$ cat src/rtl/cpu_control_sequencer.sv
// cpu_control_sequencer
// Generates the CPU control word from a T-state counter and the current
// opcode. Fetch steps use built-in constant words; execute steps read an
// external asynchronous microcode ROM addressed by {opcode, step}. Supports
// variable-length instructions (ROM end flag), pipeline stall, a halt opcode
// and a retired-instruction counter.

module cpu_control_sequencer #(
  parameter int                    OPCODE_W     = 4,
  parameter int                    CTRL_W       = 15,
  parameter int                    MAX_STEPS    = 8,
  parameter int                    STEP_W       = $clog2(MAX_STEPS),
  parameter logic [CTRL_W-1:0]     FETCH_CTRL_0 = 15'h0000,
  parameter logic [CTRL_W-1:0]     FETCH_CTRL_1 = 15'h0000,
  parameter logic [OPCODE_W-1:0]   HALT_OPCODE  = 4'hF,
  parameter int                    CNT_W        = 16
) (
  input  logic                       clk,
  input  logic                       rst_n,
  input  logic [OPCODE_W-1:0]        opcode,
  input  logic                       stall,
  output logic [OPCODE_W+STEP_W-1:0] ucode_addr,
  input  logic [CTRL_W:0]            ucode_word,
  output logic [CTRL_W-1:0]          ctrl_out,
  output logic [STEP_W-1:0]          step,
  output logic                       halted,
  output logic                       instr_done,
  output logic [CNT_W-1:0]           retired
);

  localparam logic [1:0] S_IDLE   = 2'd0;
  localparam logic [1:0] S_FETCH  = 2'd1;
  localparam logic [1:0] S_EXEC   = 2'd2;
  localparam logic [1:0] S_HALTED = 2'd3;

  localparam logic [STEP_W-1:0] STEP_ZERO = '0;
  localparam logic [STEP_W-1:0] STEP_ONE  = STEP_W'(1);
  localparam logic [STEP_W-1:0] STEP_TWO  = STEP_W'(2);
  localparam logic [STEP_W-1:0] STEP_LAST = STEP_W'(MAX_STEPS - 1);

  logic [1:0]        state_q;
  logic [STEP_W-1:0] step_q;
  logic [CNT_W-1:0]  retired_q;

  logic rom_end;
  logic halt_step;
  logic last_step;

  // The halt opcode is only recognised on the first execute step, before
  // any ROM word for it is allowed to reach the datapath.
  assign rom_end   = ucode_word[CTRL_W];
  assign halt_step = (state_q == S_EXEC) && (step_q == STEP_TWO) &&
                     (opcode == HALT_OPCODE);
  assign last_step = (state_q == S_EXEC) && !halt_step &&
                     (rom_end || (step_q == STEP_LAST));

  // State, step counter and retired counter; every edge with stall high
  // leaves all three untouched so a stalled last step retires exactly once.
  always_ff @(posedge clk or negedge rst_n) begin
    if (!rst_n) begin
      state_q   <= S_IDLE;
      step_q    <= STEP_ZERO;
      retired_q <= '0;
    end else if (!stall) begin
      case (state_q)
        S_IDLE: begin
          state_q <= S_FETCH;
          step_q  <= STEP_ZERO;
        end
        S_FETCH: begin
          if (step_q == STEP_ZERO) begin
            step_q <= STEP_ONE;
          end else begin
            state_q <= S_EXEC;
            step_q  <= STEP_TWO;
          end
        end
        S_EXEC: begin
          if (halt_step) begin
            state_q <= S_HALTED;
          end else if (last_step) begin
            state_q   <= S_FETCH;
            step_q    <= STEP_ZERO;
            retired_q <= retired_q + CNT_W'(1);
          end else begin
            step_q <= step_q + STEP_W'(1);
          end
        end
        default: begin
          state_q <= S_HALTED;
        end
      endcase
    end
  end

  // Control word selection; stall and the halt step blank the word so no
  // consumer sees a partial operation.
  always_comb begin
    ctrl_out = '0;
    if (!stall) begin
      case (state_q)
        S_FETCH: ctrl_out = (step_q == STEP_ZERO) ? FETCH_CTRL_0 : FETCH_CTRL_1;
        S_EXEC: begin
          if (!halt_step) begin
            ctrl_out = ucode_word[CTRL_W-1:0];
          end
        end
        default: ctrl_out = '0;
      endcase
    end
  end

  assign instr_done = last_step && !stall;
  assign halted     = (state_q == S_HALTED);
  assign step       = step_q;
  assign retired    = retired_q;
  assign ucode_addr = {opcode, step_q};

endmodule

$ cat config.mk
export PLATFORM = sky130hd
export DESIGN_NAME = cpu_control_sequencer
export DESIGN_NICKNAME = d
export VERILOG_FILES = /design/src/rtl/cpu_control_sequencer.sv
export SDC_FILE = /design/constraint.sdc
export NUM_CORES = 1
export LEC_CHECK = 0
export ABC_AREA = 1
export ABC_CLOCK_PERIOD_IN_PS = 2300
export CAP_MARGIN = 10
export CORE_MARGIN = 3
export CORE_UTILIZATION = 44
export CTS_BUF_LIST = sky130_fd_sc_hd__clkbuf_2 sky130_fd_sc_hd__clkbuf_4 sky130_fd_sc_hd__clkbuf_8
export DETAILED_ROUTE_END_ITERATION = 8
export PLACE_DENSITY = 0.91
export SYNTH_ARGS = -nofsm -noshare
export SYNTH_HDL_FRONTEND = slang
export SYNTH_SLANG_ARGS = --single-unit
$ cat constraint.sdc
create_clock -name clk -period 2.3 [get_ports clk]
set_clock_uncertainty 0.15 [all_clocks]
set_input_delay 0.23 -clock clk [delete_from_list [all_inputs] [get_ports clk]]
set_output_delay 0.23 -clock clk [all_outputs]
set_load 0.05 [all_outputs]
==> impl_metrics.csv, run 1 <==
group,metric,value,unit
grt,grt-busiest-layer,"met2",
cts,clk_latency,300,ps
grt,grt_max_degree,22,
pwr,power_density,876,nW/um^2
synth,synth_flop_cell,"dfrtp_1",
sta,slew-limit-headroom,64.3,%
grt,grt_pass1_vias,1563,
final_layout,nNetsFinal,343,
synth,yosys-top-cells-area,"dfrtp_1 (34%), nand2_1 (19%), inv_1 (9.6%), nor2_1 (9.1%), ha_1 (7.2%)",
placed_design,port_buffers,65,
floorplanning,dieArea,4310,um^2
pwr,ir_worst_vdd,0.000708,V
synth,synth_compound_area_share,4.72,%
synth,yosys.area_share.adder,7.19,%
synth,synth_mux_area_share,0,%
placed_design,hpwl,3180,um
synth,ys.warnings.count,0,
grt,use_met3,3.08,%
synth,synth_xor_xnor_area_share,4.48,%
synth,synth_top_family_by_area,"simple AND/OR/NAND/NOR gates",
synth,synth-simple-area-share,35.6,%
sta,rsz0062_at_grt,"true",
grt,grt_pass1_wl,6800,um
floorplanning,dieHeight,65.6,um
synth,ys_types,19,
cts,cts_sinks,21,
synth,synth_area_per_cell,6.55,um^2
cts,numCtsBuffers,3,
cts,clkTransAtPathRegs,120,ps
synth,syn_inst,239,
setup_path,path_class,"reg -> out",
sta,layout_min_cycle_time,2290,ps
setup_path,crit_path_max_fanout,7,
grt,grt_util_met1,23.6,%
grt,track_usage,20.1,%
detailed_routing,drtIter0Drc,102,
detailed_routing,drtAntennaViolNets,0,
synth,synth_common_cells,"nand2_1 (78), inv_1 (40), nor2_1 (38)",
final_layout,utilization,76.9,%
synth,synth_top_area_share,33.6,%
synth,syn_nets,271,
sta,setup_viol,0,
sta,fmax,436,MHz
cts,root_buffer,"clkbuf_4",
final_layout,final_cell_count_no_fill,356,
sta,timing.final.crit_share,99.7,%
setup_path,crit_path_start_kind,"flip-flop",
cts,postCtsHoldBufs,0,
sta,max_slew.worst_pin.slew,534,ps
setup_path,worstSetupEndpointType,"output port",
floorplanning,dieWidth,65.6,um
grt,antenna_found_initial,0,
setup_path,cp.required,1920,ps
final_layout,syn2layout_area_growth,66.6,%
grt,grt_overflow_total,0,
floorplanning,start_util,46.2,%
floorplanning,core_area,3390,um^2
flow_run,maxCapViolCount,0,
synth,synth_edf_count,0,
detailed_routing,drc,0,
floorplanning,rows,21,
placed_design,placed_cells,343,
status,status,"complete, no violations",
min_path,hold_path.class,"in -> async",
sta,slew_violations,0,
cts,htree_levels,1,
synth,seq_area_frac_synth,33.6,%
detailed_routing,routedWlPerCell,13.1,um
synth,netlist_area,1570,um^2
final_layout,antenna-diode-count,0,
synth,async_flop_share,100,%
detailed_routing,drtPass1Iterations,5,
synth,ys_seq_elements,21,
cts,tritoncts,"yes",
sta,hold_viol,0,
synth,synth_most_common_cell,"nand2_1",
detailed_routing,wirelength,4650,um
cts,cts_buffer_depth,2,
setup_path,critical_path_arrival,1910,ps
placed_design,routabilityCongestion,0.831,
final_layout,drive_gt1_share,18.1,%
pwr,p_leak,0.00126,uW
detailed_routing,vias,1733,
floorplanning,pin_count,66,
synth,synth_area_leader_cell,"dfrtp_1",
grt,met2_usage,37.4,%
detailed_routing,viasPerCell,4.87,
## what timing repair did
item / in CTS / in global routing
cloned: 0 / 1
gates resized for setup: 6 / 15
endpoints found under the setup margin: 16 / 16
buffers inserted: 2 / 6
pin swaps: 1 / 1
## worst max-delay path, cell delays in order, from the launching register on
cell	delay, ps
dfrtp_1	460
ha_4	190
inv_1	90
nor2_1	70
nand2_2	150
nand3_4	140
clkbuf_16	200
nor2_2	150
buf_12	160
## area by class of cell
class | count | area [um^2]
fillers | 216 | 782
clock buffers | 3 | 22.5
inverters | 40 | 150
multi-input cells | 168 | 911
flip-flops and latches | 21 | 528
repair buffers | 77 | 933
well taps | 46 | 57.6
clock inverters | 1 | 5.00
## per-layer routing
| layer | vias up | routed length (um) | share of wire (%) |
|---|---|---|---|
| met2 | 90 | 2400 | 52 |
| met4 | 0 | 57 | 1.2 |
| met5 | - | 0 | 0 |
| met3 | 4 | 308 | 6.6 |
| li1 | 854 | - | - |
| met1 | 785 | 1890 | 41 |
## report_power, final
part           leakage, uW  internal [uW]  switching [uW]
sequential        0.000274            464             126
combinational     0.000967            590             925
clock            0.0000177           64.8             115
## flip-flops by register name (all words and copies together) (netlist names)
signal,cells
retired,16
step,3
state_q,2
## logic make-up after synthesis
kind of cell | count (synthesis)
AND/OR/NAND/NOR | 137
buffers and inverters | 50
flip-flops | 21
AO/OA/AOI/OAI | 14
adder cells (fa/ha/maj) | 9
XOR/XNOR | 8
## path summary, 6_finish.rpt
path / startpoint / endpoint / slack [ps] / cells past startpoint
max: state_q[1] / ctrl_out[10] / 6 / 8
min: rst_n / retired[14] / 120 / 2
max reg2reg: step[1] / retired[12] / 320 / 8
min reg2reg: retired[15] / retired[15] / 400 / 2
max in group asynchronous: rst_n / step[1] / 1640 / 2
min in group clk: retired[15] / retired[15] / 400 / 2
## per-stage QoR
step           power [uW]  hold slack [ps]  TNS, ps  cell area (um^2)  setup WS (ps)
3_3_place_gp         1900              355        0              2410            266
2_1_floorplan        1460             -216    -1650              1600           -119
5_1_grt              2420              134     -483              2610          -86.0
4_1_cts              2150              113    -2.63              2470          -1.89
3_5_place_dp         1930              369        0              2410            150
6_report             2280              120        0              2610           5.97
## layout by cell type (no fill, tap or decap), drive strengths merged
cell type / Yosys / routed
a21oi: 1 / 1
buf: 10 / 27
clkbuf: 0 / 4
clkdlybuf4s50: 0 / 48
clkinv: 0 / 1
dfrtp: 21 / 21
dlymetal6s2s: 0 / 1
ha: 9 / 9
inv: 40 / 40
nand2: 79 / 79
nand3: 13 / 13
nand3b: 1 / 1
nand4: 4 / 4
nor2: 39 / 39
o21ai: 13 / 13
or2: 1 / 1
xnor2: 3 / 3
xor2: 5 / 5
Note: power is estimated with default switching activity, not from simulation.
==> inputs of run 2 (changes only) <==
Settings changed: CORE_UTILIZATION 44 to 55, DONT_BUFFER_PORTS set to 1, PLACE_DENSITY 0.91 to 0.79, SKIP_LAST_GASP set to 1.
==> impl_metrics.csv, run 2 (same netlist as run 1, synthesis figures left out) <==
group,metric,value,unit
setup_path,critical_path_arrival,1830,ps
sta,timing.final.crit_share,96.3,%
cts,cts_sinks,21,
placed_design,placed_cells,294,
cts,root_buffer,"clkbuf_4",
final_layout,layout_common_cells,"nand2_1 (78), inv_1 (40), buf_4 (35)",
sta,hold_viol,0,
final_layout,final_cell_count_no_fill,303,
setup_path,crit_path_start_kind,"flip-flop",
setup_path,worstSetupEndpointType,"output port",
min_path,hold_path.class,"in -> reg",
pwr,p_clk_share,9.8,%
cts,htree_levels,1,
cts,cts_buffer_depth,2,
sta,fmax,452,MHz
setup_path,r2r_slack,370,ps
floorplanning,dieHeight,59.3,um
sta,slew_violations,0,
grt,grt_pass1_wl,5710,um
pwr,internal_power,925,uW
setup_path,cp.required,1920,ps
detailed_routing,drtIter0Drc,85,
sta,layout_min_cycle_time,2210,ps
floorplanning,pin_count,66,
final_layout,drive_gt1_share,22.3,%
sta,max_slew.worst_pin.slew,977,ps
cts,tritoncts,"yes",
final_layout,syn2layout_area_growth,24.3,%
status,status,"complete, no violations",
placed_design,hpwl,2710,um
final_layout,multi_input_comb_area,866,um^2
sta,rsz0062_at_grt,"true",
detailed_routing,drc,0,
final_layout,fillers,206,
final_layout,nNetsFinal,306,
detailed_routing,drtPass1Iterations,5,
sta,setup_viol,0,
grt,track_usage,20.9,%
grt,antenna_found_initial,0,
detailed_routing,routedWlPerCell,11.9,um
setup_path,path_class,"reg -> out",
pwr,p_comb_share,62.9,%
setup_path,crit_path_max_fanout,7,
grt,grt_pass1_vias,1392,
detailed_routing,viasPerCell,5.03,
pwr,ir_worst_vdd,0.000865,V
pwr,switchingPower,1060,uW
sta,setup_slack,85.7,ps
cts,clk_latency,310,ps
pwr,p_leak,0.00107,uW
floorplanning,core_area,2590,um^2
pwr,p_sw_share,53.5,%
cts,clkTransAtPathRegs,120,ps
pwr,power_density,1020,nW/um^2
final_layout,largest_reg_flops,16,
floorplanning,dieWidth,59.3,um
final_layout,utilization,75.1,%
detailed_routing,wirelength,3600,um
floorplanning,start_util,60.4,%
detailed_routing,drtAntennaViolNets,0,
final_layout,seqCellArea,527,um^2
sta,slew-limit-headroom,34.6,%
final_layout,antenna-diode-count,0,
cts,numCtsBuffers,3,
detailed_routing,vias,1524,
grt,grt_overflow_total,0,
placed_design,port_buffers,0,
floorplanning,rows,18,
floorplanning,dieArea,3520,um^2
grt,grt_max_degree,22,
placed_design,dp_slack,250,ps
pwr,power,1990,uW
final_layout,layout_commonest_cell,"nand2_1",
pwr,pwr-share-seq,27.3,%
placed_design,routabilityCongestion,0.805,
flow_run,maxCapViolCount,0,
-- run 2: changes by cell type in the layout (fill, tap and decap cells not counted), sizes merged --
cell	previous run	this run
dlymetal6s2s	1	0
dlygate4sd3	0	1
clkdlybuf4s50	48	0
clkinv	1	0
buf	27	39
-- run 2: worst paths after layout --
| path | cells past startpoint | from | end |
|---|---|---|---|
| hold / removal | 3 | stall | retired[8] |
| max in group asynchronous | 1 | rst_n | step[1] |
| setup / recovery | 9 | state_q[0] | ctrl_out[9] |
| setup reg to reg | 7 | state_q[0] | step[0] |
| min in group asynchronous | 1 | rst_n | retired[10] |
| hold reg to reg | 2 | step[1] | step[1] |
-- run 2: repair_timing --
action                                 in CTS  in global routing
setup buffers                               0                  3
resized for setup                           2                  7
setup endpoints to repair                  15                 16
hold buffers                                1                  0
gates cloned                                0                  1
endpoints found under the hold margin      21                  0
-- run 2: area by class of cell --
type | count | area share, %
clock buffers | 4 | 1.54
inverters | 40 | 7.72
multi-input cells | 168 | 44.5
flip-flops and latches | 21 | 27.1
well taps | 30 | 1.93
repair buffers | 40 | 17.2
-- run 2: metal layers --
layer / wire (um) / global-route usage (%) / vias up
li1: - / - / 781
met1: 1540 / 26.7 / 675
met2: 1660 / 35.4 / 66
met3: 381 / 5.66 / 2
met4: 16 / 3.88 / 0
met5: 0 / 0 / -
-- run 2: worst max-delay path, cell delays in order, from the launching register on --
cell	delay, ps
dfrtp_1	430
inv_1	110
ha_4	180
inv_1	70
nor2_1	130
nand2_2	120
nand3_2	110
buf_6	150
nor2_2	40
buf_4	180
-- run 2: power groups by stage --
stage	Combinational, uW	Clock, uW	Sequential [uW]
after floorplan	633	0	826
after detailed placement	1160	0	551
final	1250	195	542
after global routing	1350	211	554
after global placement	1140	0	546
after CTS	1170	202	544
-- run 2: metrics by stage --
stage,area (um^2),TNS (ps),hold slack [ps]
after detailed placement,1840,0,-215
after CTS,1890,-84.4,71.7
after global routing,1950,-156,79.5
final,1950,0,77.6
after floorplan,1600,-1650,-216
after global placement,1840,0,-215
==> inputs of run 3 (changes only) <==
Settings changed: ABC_CLOCK_PERIOD_IN_PS 2300 to 2800, GPL_ROUTABILITY_DRIVEN set to 0.
Clock period 2.3 ns to 2.8 ns, I/O delays scaled along.
==> impl_metrics.csv, run 3 (same netlist as run 1, synthesis figures left out) <==
group,metric,value,unit
status,status,"complete, no violations",
setup_path,cp.required,2370,ps
placed_design,port_buffers,0,
final_layout,largest_reg_flops,16,
final_layout,fillers,245,
grt,grt_pass1_vias,1210,
sta,slew-limit-headroom,35.2,%
pwr,power,1490,uW
floorplanning,dieWidth,59.3,um
placed_design,dpl_cell_area,1700,um^2
cts,tritoncts,"yes",
cts,numCtsBuffers,3,
sta,timing.final.crit_share,91.2,%
final_layout,antenna-diode-count,0,
min_path,holdPathEnd,"retired[1]",
setup_path,reg2reg_depth,9,
detailed_routing,drc,0,
flow_run,maxCapViolCount,0,
grt,grt_max_degree,22,
min_path,hold_path.class,"in -> reg",
detailed_routing,drtAntennaViolNets,0,
setup_path,critical_path_arrival,2120,ps
sta,fmax,392,MHz
min_path,holdPathStages,3,
setup_path,path_class,"reg -> out",
cts,htree_levels,1,
cts,cts_buffer_depth,2,
setup_path,crit_path_max_fanout,17,
min_path,min_from,"stall",
sta,slew_violations,0,
grt,use_met3,7.19,%
grt,track_usage,20.0,%
cts,cts_sinks,21,
detailed_routing,routedWlPerCell,11.8,um
floorplanning,rows,18,
final_layout,drive_gt1_share,12.5,%
detailed_routing,drtPass1Iterations,4,
grt,grt-busiest-layer,"met2",
setup_path,r2r-start,"state_q[0]",
sta,hold_viol,0,
final_layout,syn2layout_area_growth,11.4,%
sta,whs,92.6,ps
final_layout,fin_area,1740,um^2
sta,max_slew.worst_pin.slew,968,ps
detailed_routing,viasPerCell,5.06,
grt,met2_usage,32.3,%
placed_design,hpwl,2660,um
final_layout,nNetsFinal,290,
setup_path,reg2reg_to,"retired[9]",
placed_design,placed_cells,282,
final_layout,final_cell_count_no_fill,287,
cts,clkTransAtPathRegs,110,ps
pwr,power_density,855,nW/um^2
sta,tns,0,ps
setup_path,worstSetupEndpointType,"output port",
grt,grt_overflow_total,0,
grt,grt_pass1_wl,5310,um
grt,grt_util_met1,25.5,%
floorplanning,core_area,2590,um^2
sta,rsz0062_at_grt,"false",
cts,root_buffer,"clkbuf_4",
floorplanning,dieArea,3520,um^2
pwr,ir_worst_vdd,0.000792,V
sta,layout_min_cycle_time,2550,ps
detailed_routing,wirelength,3380,um
sta,setup_viol,0,
floorplanning,start_util,60.4,%
grt,antenna_found_initial,0,
floorplanning,dieHeight,59.3,um
pwr,p_leak,0.000988,uW
cts,clk_latency,310,ps
detailed_routing,vias,1453,
final_layout,layout_commonest_cell,"nand2_1",
floorplanning,pin_count,66,
setup_path,crit_path_start_kind,"flip-flop",
final_layout,layout_common_cells,"nand2_1 (78), inv_1 (40), nor2_1 (38)",
setup_path,r2r_slack,450,ps
detailed_routing,drtIter0Drc,53,
[run 3: through the flow]
step / worst slack [ps] / utilization (%)
global placement: 579 / 65.6
floorplan: 159 / -
CTS: 194 / 67.1
detailed placement: 512 / 65.6
global route: 87.0 / 67.3
finish: 246 / 67.3
[run 3: report_power, final]
| group | switching, uW | internal [uW] |
|---|---|---|
| sequential | 194 | 376 |
| combinational | 549 | 214 |
| clock | 93.0 | 65.4 |
[run 3: worst max-delay path: stages, from the launching register on]
cell and delay (ps):
dfrtp_1 440, inv_1 70, ha_1 270, inv_1 110
nor2_1 60, nand2_2 120, nand3_1 180, nor2_4 560
[run 3: cell type report]
| cell class | count | area (um^2) | share of cell area (%) |
|---|---|---|---|
| Clock buffer | 4 | 30.0 | 1.72 |
| Inverter | 40 | 150 | 8.61 |
| Timing Repair Buffer | 24 | 183 | 10.5 |
| Sequential cell | 21 | 526 | 30.1 |
| Multi-Input combinational cell | 168 | 818 | 46.9 |
| Tap cell | 30 | 37.5 | 2.15 |
[run 3: how the worst max path moves through the flow]
| stage | from | end | cells after the start |
|---|---|---|---|
| global route | state_q[0] | instr_done | 7 |
| CTS | state_q[0] | ctrl_out[0] | 8 |
| finish | state_q[0] | instr_done | 7 |
| floorplan | step[0] | ctrl_out[10] | 8 |
| detailed placement | state_q[0] | retired[9] | 9 |
| global placement | state_q[0] | retired[9] | 9 |
[run 3: metal layers]
metal  vias to the layer above  part of all wire [%]
met3                         2                    10
met1                       643                    45
li1                        747                     -
met4                         0                  0.74
met5                         -                     0
met2                        61                    44
[run 3: timing repair]
item | CTS | global route
hold buffers | 1 | 0
setup endpoints to repair | 0 | 13
endpoints found under the hold margin | 21 | 0
setup buffers | 0 | 0
gates resized for setup | 0 | 1
